### src/rtl/elastic_pkg.sv
// Helpers shared by the elastic plumbing blocks.
package elastic_pkg;

  localparam int ELASTIC_MAX_W = 256;

  // Left shift on a wide carrier; callers truncate the result to their width.
  function automatic logic [ELASTIC_MAX_W-1:0] elastic_shl(
    input logic [ELASTIC_MAX_W-1:0] data,
    input int                       shift
  );
    return data << shift;
  endfunction

endpackage

### src/rtl/elastic_fifo_ch.sv
// One channel: DEPTH-entry FIFO storing shifted payloads, or a pure wire path when BYPASS=1.
import elastic_pkg::*;

module elastic_fifo_ch #(
  parameter int DATA_W = 33,
  parameter int DEPTH  = 4,
  parameter int SHIFT  = 2,
  parameter bit BYPASS = 1'b0,
  parameter int CNT_W  = $clog2(DEPTH + 1)
) (
  input  logic              clk,
  input  logic              rstf,
  input  logic              flush,
  input  logic [DATA_W-1:0] t_data,
  input  logic              t_valid,
  output logic              t_ready,
  output logic [DATA_W-1:0] i_data,
  output logic              i_valid,
  input  logic              i_ready,
  output logic [CNT_W-1:0]  level
);

  localparam int PTR_W = $clog2(DEPTH);

  if (DEPTH < 2 || (DEPTH & (DEPTH - 1)) != 0) begin : g_bad_depth
    $error("elastic_fifo_ch: DEPTH must be a power of 2 and at least 2");
  end
  if (SHIFT < 0 || SHIFT >= DATA_W || DATA_W > ELASTIC_MAX_W) begin : g_bad_shift
    $error("elastic_fifo_ch: SHIFT must be in 0..DATA_W-1 and DATA_W within ELASTIC_MAX_W");
  end

  logic [DATA_W-1:0] shl_data;
  assign shl_data = DATA_W'(elastic_shl(ELASTIC_MAX_W'(t_data), SHIFT));

  if (BYPASS) begin : g_bypass
    logic unused_bypass;
    assign unused_bypass = ^{clk, flush};

    assign i_data  = rstf ? shl_data : '0;
    assign i_valid = rstf & t_valid;
    assign t_ready = rstf & i_ready;
    assign level   = '0;
  end else begin : g_fifo
    logic [DATA_W-1:0] mem [DEPTH];
    logic [PTR_W-1:0]  wr_ptr;
    logic [PTR_W-1:0]  rd_ptr;
    logic [CNT_W-1:0]  count;
    logic              full;
    logic              push;
    logic              pop;

    // Ready depends only on stored count and flush, never on i_ready.
    assign full    = (count == CNT_W'(DEPTH));
    assign t_ready = rstf & ~full & ~flush;
    assign i_valid = (count != '0);
    assign i_data  = i_valid ? mem[rd_ptr] : '0;
    assign level   = count;

    assign push = t_valid & t_ready;
    assign pop  = i_valid & i_ready & ~flush;

    always_ff @(posedge clk or negedge rstf) begin
      if (!rstf) begin
        wr_ptr <= '0;
        rd_ptr <= '0;
        count  <= '0;
        for (int i = 0; i < DEPTH; i++) begin
          mem[i] <= '0;
        end
      end else if (flush) begin
        wr_ptr <= '0;
        rd_ptr <= '0;
        count  <= '0;
      end else begin
        if (push) begin
          mem[wr_ptr] <= shl_data;
          wr_ptr      <= wr_ptr + PTR_W'(1);
        end
        if (pop) begin
          rd_ptr <= rd_ptr + PTR_W'(1);
        end
        if (push && !pop) begin
          count <= count + CNT_W'(1);
        end else if (!push && pop) begin
          count <= count - CNT_W'(1);
        end
      end
    end
  end

endmodule

### src/rtl/elastic_fifo_array.sv
// NUM_CH independent elastic FIFO channels with per-channel payload shift and occupancy.
import elastic_pkg::*;

module elastic_fifo_array #(
  parameter int NUM_CH = 3,
  parameter int DATA_W = 33,
  parameter int DEPTH  = 4,
  parameter int SHIFT  = 2,
  parameter bit BYPASS = 1'b0,
  localparam int CNT_W = $clog2(DEPTH + 1)
) (
  input  logic                     clk,
  input  logic                     rstf,
  input  logic                     flush,
  input  logic [NUM_CH*DATA_W-1:0] t_data,
  input  logic [NUM_CH-1:0]        t_valid,
  output logic [NUM_CH-1:0]        t_ready,
  output logic [NUM_CH*DATA_W-1:0] i_data,
  output logic [NUM_CH-1:0]        i_valid,
  input  logic [NUM_CH-1:0]        i_ready,
  output logic [NUM_CH*CNT_W-1:0]  level
);

  for (genvar c = 0; c < NUM_CH; c++) begin : g_ch
    elastic_fifo_ch #(
      .DATA_W (DATA_W),
      .DEPTH  (DEPTH),
      .SHIFT  (SHIFT),
      .BYPASS (BYPASS),
      .CNT_W  (CNT_W)
    ) u_ch (
      .clk     (clk),
      .rstf    (rstf),
      .flush   (flush),
      .t_data  (t_data[c*DATA_W +: DATA_W]),
      .t_valid (t_valid[c]),
      .t_ready (t_ready[c]),
      .i_data  (i_data[c*DATA_W +: DATA_W]),
      .i_valid (i_valid[c]),
      .i_ready (i_ready[c]),
      .level   (level[c*CNT_W +: CNT_W])
    );
  end

endmodule

### config.mk
export PLATFORM = sky130hd
export DESIGN_NAME = elastic_fifo_array
export DESIGN_NICKNAME = d
export VERILOG_FILES = /design/src/rtl/elastic_pkg.sv /design/src/rtl/elastic_fifo_ch.sv /design/src/rtl/elastic_fifo_array.sv
export SDC_FILE = /design/constraint.sdc
export NUM_CORES = 1
export LEC_CHECK = 0
export CAP_MARGIN = 20
export CORE_MARGIN = 2
export CORE_UTILIZATION = 45
export CTS_BUF_LIST = sky130_fd_sc_hd__clkbuf_8
export CTS_CLUSTER_SIZE = 10
export DETAILED_ROUTE_END_ITERATION = 8
export PLACE_DENSITY = 0.77
export SYNTH_ARGS = -nofsm -noshare
export SYNTH_HDL_FRONTEND = slang
export SYNTH_HIERARCHICAL = 1
export SYNTH_SLANG_ARGS = --single-unit
### constraint.sdc
create_clock -name clk -period 6.11 [get_ports clk]
set_input_delay 1.222 -clock clk [delete_from_list [all_inputs] [get_ports clk]]
set_output_delay 1.222 -clock clk [all_outputs]
set_load 0.01 [all_outputs]
==> flow_summary.ini, run 1 <==
[global_routing]
grt_util_met1_pct = 24.7
grt_usage_pct = 18.7
first_global_vias = 11693
busiest_layer = met2
grt_max_degree = 168
grtUsageMet3_pct = 5.08
grt.overflow.total = 0
use_met2_pct = 30.1
grt_pass1_wl_um = 64900
antenna_found_initial = 2

[layout]
syn_to_final_growth_pct = 18.6
nNetsFinal = 1506
fin_cells = 1969
final_cell_mix = dfrtp_1, clkdlybuf4s50_1, mux2_2
layout_commonest_cell = dfrtp_1
drive_gt1_share_pct = 42.4

[clock_tree]
htreeDepth = 3
tritoncts = done
post-cts-setup-buffers = 0
root_buffer = clkbuf_8
postCtsResizedCells = 0
cts_made_buffers = 69
cts.sink_count = 393
clkLatencyLatePin_ns = 0.61
clk_pin_slew_worst_paths_ns = 0.05
holdBufCountCts = 0
cts.path.max_buffers = 3

[timing]
worstMarginPinSlew_ns = 0.989
slew_violations = 0
finalSetupViolCount = 0
maxSlewHeadroom_pct = 34.1
setup_tns_ns = 0
fmax_ghz = 0.222
min_period_over_period_pct = 73.7
rsz0062_at_grt = no
min_period_ns = 4.51
skew_ns = 0.0108
hold_violations = 0

[drt]
drc = 0
avgRoutedWirePerCell_um = 20.4
drtAntennaViolNets = 0
wirelength_um = 40200
via_per_inst = 5.32
drt_pass1_iterations = 4
vias = 10466
drt_iter0_drc = 539

[critical_path]
critical_path.max_fanout = 19
path_class = in2out
required_ns = 4.89
arrival_ns = 3.28
crit_path_start_kind = primary input
end_kind = output port

[status]
outcome = completed

[placed_design]
port_buffers = 209
dpl.cell_count = 1851
place_hpwl_um = 24400
gp_congestion = 0.726

[yosys]
synth_cells = 1166
synth_area_leaders = dfrtp_1, mux2_4, mux2_2
synthArstFlopShare_pct = 100
yosysWarningCount = 6
ys_ff_latch = 393
syn_area_um2 = 19200
synth-edff-count = 0
post-synth-top-area-fraction_pct = 51.2
ys_dominant_reg_cell = dfrtp_1
yosysTopAreaCell = dfrtp_1
synth_cell_types = 43
yosysSeqAreaShare_pct = 51.2
syn_area_per_cell_um2 = 16.5

[power]
vdd_drop_max_v = 0.000265
leakage_nw = 10.8
power_density_nw_per_um2 = 460

[floorplanning]
die-area_um2 = 44300
pin_count = 222
coreArea_um2 = 42000
die_width_um = 211
fp.dieH_um = 211
initial_core_util_pct = 45.7
fp-row-count = 75

[hold_path]
min_path_type = reg2reg

[run]
drv_cap = 0
## stage by stage
step	area, µm²	power (mW)	hold WS, ns	worst slack, ns	util [%]
2_1_floorplan	19200	6.46	0.459	2.90	-
3_3_place_gp	21400	8.01	0.469	1.63	50.9
3_5_place_dp	21400	8.13	0.481	1.58	50.9
4_1_cts	22800	10.7	0.494	1.55	54.1
5_1_grt	22800	11.1	0.506	1.47	54.1
6_report	22800	10.5	0.494	1.60	54.1
## cell type report
type	count	area, µm²
diodes	1	2.50
clock buffers	80	1100
flip-flops and latches	393	9840
well taps	539	674
fillers	3386	19300
multi-input cells	681	8570
repair buffers	223	2240
clock inverters	37	274
inverters	15	56.3
## power breakdown
group	switching (mW)	internal (mW)
registers	0.550	3.38
clock network	1.07	1.36
logic	1.48	2.63
total	3.11	7.37
## critical path: stages
cell             delay, ns
clkdlybuf4s50_1       0.86
nand2b_1              0.42
a21oi_1               0.17
clkdlybuf4s50_1       0.59
## kinds of logic (layout without fill, tap and decap cells)
group,after synthesis,in the layout,synth area share [%]
mux,476,476,36.9
flops,393,393,51.2
simple gates,159,159,5.40
buf+inv,95,355,4.17
compound gates,16,16,0.697
fa+ha+maj,15,15,1.10
xor+xnor,9,9,0.450
other cells,3,7,0.0587
## registers in the layout, indices dropped and copies added (netlist names)
signal                   count
g_ch.u_ch/g_fifo.mem       372
g_ch.u_ch/level              9
g_ch.u_ch/g_fifo.rd_ptr      6
g_ch.u_ch/g_fifo.wr_ptr      6
## synth_stat cells, types with 2 or more instances
master     instances
a2111oi_0          2
a211oi_2           2
a21oi_1            3
a2bb2oi_1          2
and2_1            93
and2_2             3
buf_1              5
buf_12            18
buf_2             19
buf_4              6
buf_6             14
clkbuf_1          18
conb_1             3
dfrtp_1          393
fa_1               3
ha_1              12
inv_1             15
mux2_1             8
mux2_2           193
mux2_4           180
mux2i_1            2
mux4_2            93
nand2_1            7
nand2_2            2
nand2_4            4
nand2_8            6
nand2b_1           3
nand2b_4           2
nand3_1            5
nor2_1            23
nor2_2             2
nor2b_1            3
o21ai_0            3
o31ai_1            2
or3_1              2
xor2_1             8
## layer usage
layer  share of wire [%]  routed length (µm)  vias up
li1                    -                   -     4639
met1                  44               17700     5567
met5               0.037                  15        -
met2                  48               19400      205
met3                 5.7                2310       53
met4                 1.8                 721        2
## worst paths after layout
kind | start | end | slack, ns | depth (start not counted)
worst min-delay path | g_ch[2].u_ch/g_fifo.mem[88] | g_ch[2].u_ch/g_fifo.mem[88] | 0.49 | 1
worst max register to register | g_ch[2].u_ch/level[2] | g_ch[2].u_ch/level[2] | 3.16 | 8
worst min register to register | g_ch[2].u_ch/g_fifo.mem[88] | g_ch[2].u_ch/g_fifo.mem[88] | 0.49 | 1
worst max-delay path | flush | t_ready[2] | 1.60 | 4
min in group asynchronous | rstf | g_ch[0].u_ch/g_fifo.mem[115] | 0.59 | 1
max in group asynchronous | rstf | g_ch[1].u_ch/g_fifo.mem[56] | 4.10 | 2
Power figures use the tool's default switching activity.
==> inputs of run 2 (changes only) <==
--- a/config.mk
+++ b/config.mk
@@ -11,7 +11,7 @@
 export CTS_BUF_LIST = sky130_fd_sc_hd__clkbuf_8
 export CTS_CLUSTER_SIZE = 10
 export DETAILED_ROUTE_END_ITERATION = 8
-export PLACE_DENSITY = 0.77
+export PLACE_DENSITY = 0.8
 export SYNTH_ARGS = -nofsm -noshare
 export SYNTH_HDL_FRONTEND = slang
 export SYNTH_HIERARCHICAL = 1
==> constraint.sdc (replaced) <==
create_clock -name clk -period 3.9 [get_ports clk]
set_input_delay 0.78 -clock clk [delete_from_list [all_inputs] [get_ports clk]]
set_output_delay 0.78 -clock clk [all_outputs]
set_load 0.01 [all_outputs]
==> flow_summary.ini, run 2 (synthesized netlist as in run 1, its figures left out) <==
[drt]
drt_iter0_drc = 506
wirelength_um = 40400
drc = 0
drtAntennaViolNets = 0
avgRoutedWirePerCell_um = 20.5
drt_pass1_iterations = 4
via_per_inst = 5.33
vias = 10515

[clock_tree]
clkLatencyLatePin_ns = 0.60
clk_pin_slew_worst_paths_ns = 0.05
post-cts-setup-buffers = 0
cts.path.max_buffers = 3
tritoncts = done
postCtsResizedCells = 0
cts_made_buffers = 68
root_buffer = clkbuf_8
htreeDepth = 3
cts.sink_count = 393
holdBufCountCts = 0

[placed_design]
place_area_um2 = 21500
gp_congestion = 0.732
place_hpwl_um = 24600
port_buffers = 209

[floorplanning]
coreArea_um2 = 42000
initial_core_util_pct = 45.7
die-area_um2 = 44300
fp-row-count = 75
fp.dieH_um = 211
die_width_um = 211
pin_count = 222

[global_routing]
grt_usage_pct = 18.8
first_global_vias = 11798
grt_pass1_wl_um = 65300
grt_max_degree = 138
grt.overflow.total = 0
antenna_found_initial = 4

[timing]
min_period_over_period_pct = 91.8
hold_violations = 0
skew_ns = 0.0200
rsz0062_at_grt = no
maxSlewHeadroom_pct = 37.3
min_period_ns = 3.58
slew_violations = 0
fmax_ghz = 0.279
finalSetupViolCount = 0
worstMarginPinSlew_ns = 0.940
setup_tns_ns = 0

[critical_path]
required_ns = 3.12
critical_path.max_fanout = 23
end_kind = output port
crit_path_start_kind = flip-flop
arrival_ns = 2.80
path_class = reg2out

[layout]
final_area_um2 = 22700
syn_to_final_growth_pct = 18.5
largest_reg_flops = 372
nNetsFinal = 1515
multiInputGateArea_um2 = 8570
nFillCells = 3391
final_cell_mix = dfrtp_1, clkdlybuf4s50_1, mux2_2
drive_gt1_share_pct = 42.6
register_area_um2 = 9840
largest-register = g_ch.u_ch/g_fifo.mem
layout_commonest_cell = dfrtp_1

[run]
drv_cap = 0

[power]
power_density_nw_per_um2 = 712
leakage_nw = 10.8
vdd_drop_max_v = 0.000538

[hold_path]
min_path_type = in2async

[status]
outcome = completed
-- run 2: cell count changes in the layout (fill, tap and decap cells not counted), moves of 2 or more --
cell        change
buf_4           +7
bufinv_16       -4
clkinvlp_4      -4
buf_12          +2
diode_2         +2
inv_1           -2
inv_6           +2
-- run 2: routing by layer --
metal / part of all wire, % / track usage (%) / routed length [µm]
met5: 0.059 / 0 / 24
met1: 44 / 24.0 / 17600
met3: 4.5 / 4.50 / 1810
met2: 49 / 31.1 / 19900
met4: 2.6 / 7.04 / 1040
-- run 2: final timing paths --
kind	slack [ns]	cells past startpoint	to	startpoint
worst max-delay path	0.32	4	i_data[4]	g_ch[0].u_ch/level[1]
worst min-delay path	0.11	1	g_ch[2].u_ch/g_fifo.mem[9]	rstf
min in group clk	0.49	1	g_ch[2].u_ch/g_fifo.mem[91]	g_ch[2].u_ch/g_fifo.mem[91]
worst max register to register	0.94	7	g_ch[0].u_ch/level[2]	g_ch[0].u_ch/level[2]
max in group asynchronous	2.49	2	g_ch[0].u_ch/g_fifo.mem[6]	rstf
worst min register to register	0.49	1	g_ch[2].u_ch/g_fifo.mem[91]	g_ch[2].u_ch/g_fifo.mem[91]
-- run 2: area by class of cell --
type / count / area share (%)
Antenna cell: 3 / 0.0330
Clock buffer: 80 / 4.84
Clock inverter: 29 / 0.589
Inverter: 15 / 0.248
Multi-Input combinational cell: 681 / 37.7
Sequential cell: 393 / 43.3
Tap cell: 539 / 2.97
Timing Repair Buffer: 233 / 10.4
-- run 2: metrics by stage --
step	cells	total power, mW	hold WS [ns]	worst slack [ns]	util, %
CTS	1969	16.4	0.0612	0.193	54.0
detailed placement	1860	12.8	0.482	0.552	51.1
floorplan	1169	10.1	0.459	1.13	-
global placement	1860	12.6	0.469	0.597	51.1
finish	1973	16.2	0.109	0.318	54.1
global route	1972	17.1	0.0771	0.114	54.1
-- run 2: where the power goes --
part	total, mW	internal [mW]	switching [mW]
Sequential	6.08	5.30	0.778
Clock	3.50	1.85	1.65
Combinational	6.60	4.18	2.42
Total	16.2	11.3	4.85
-- run 2: worst max-delay path, cell delays in order (launching register included) --
cell	delay [ns]
dfrtp_1	0.43
or3_1	0.79
buf_4	0.33
and2_1	0.16
clkdlybuf4s50_1	0.48
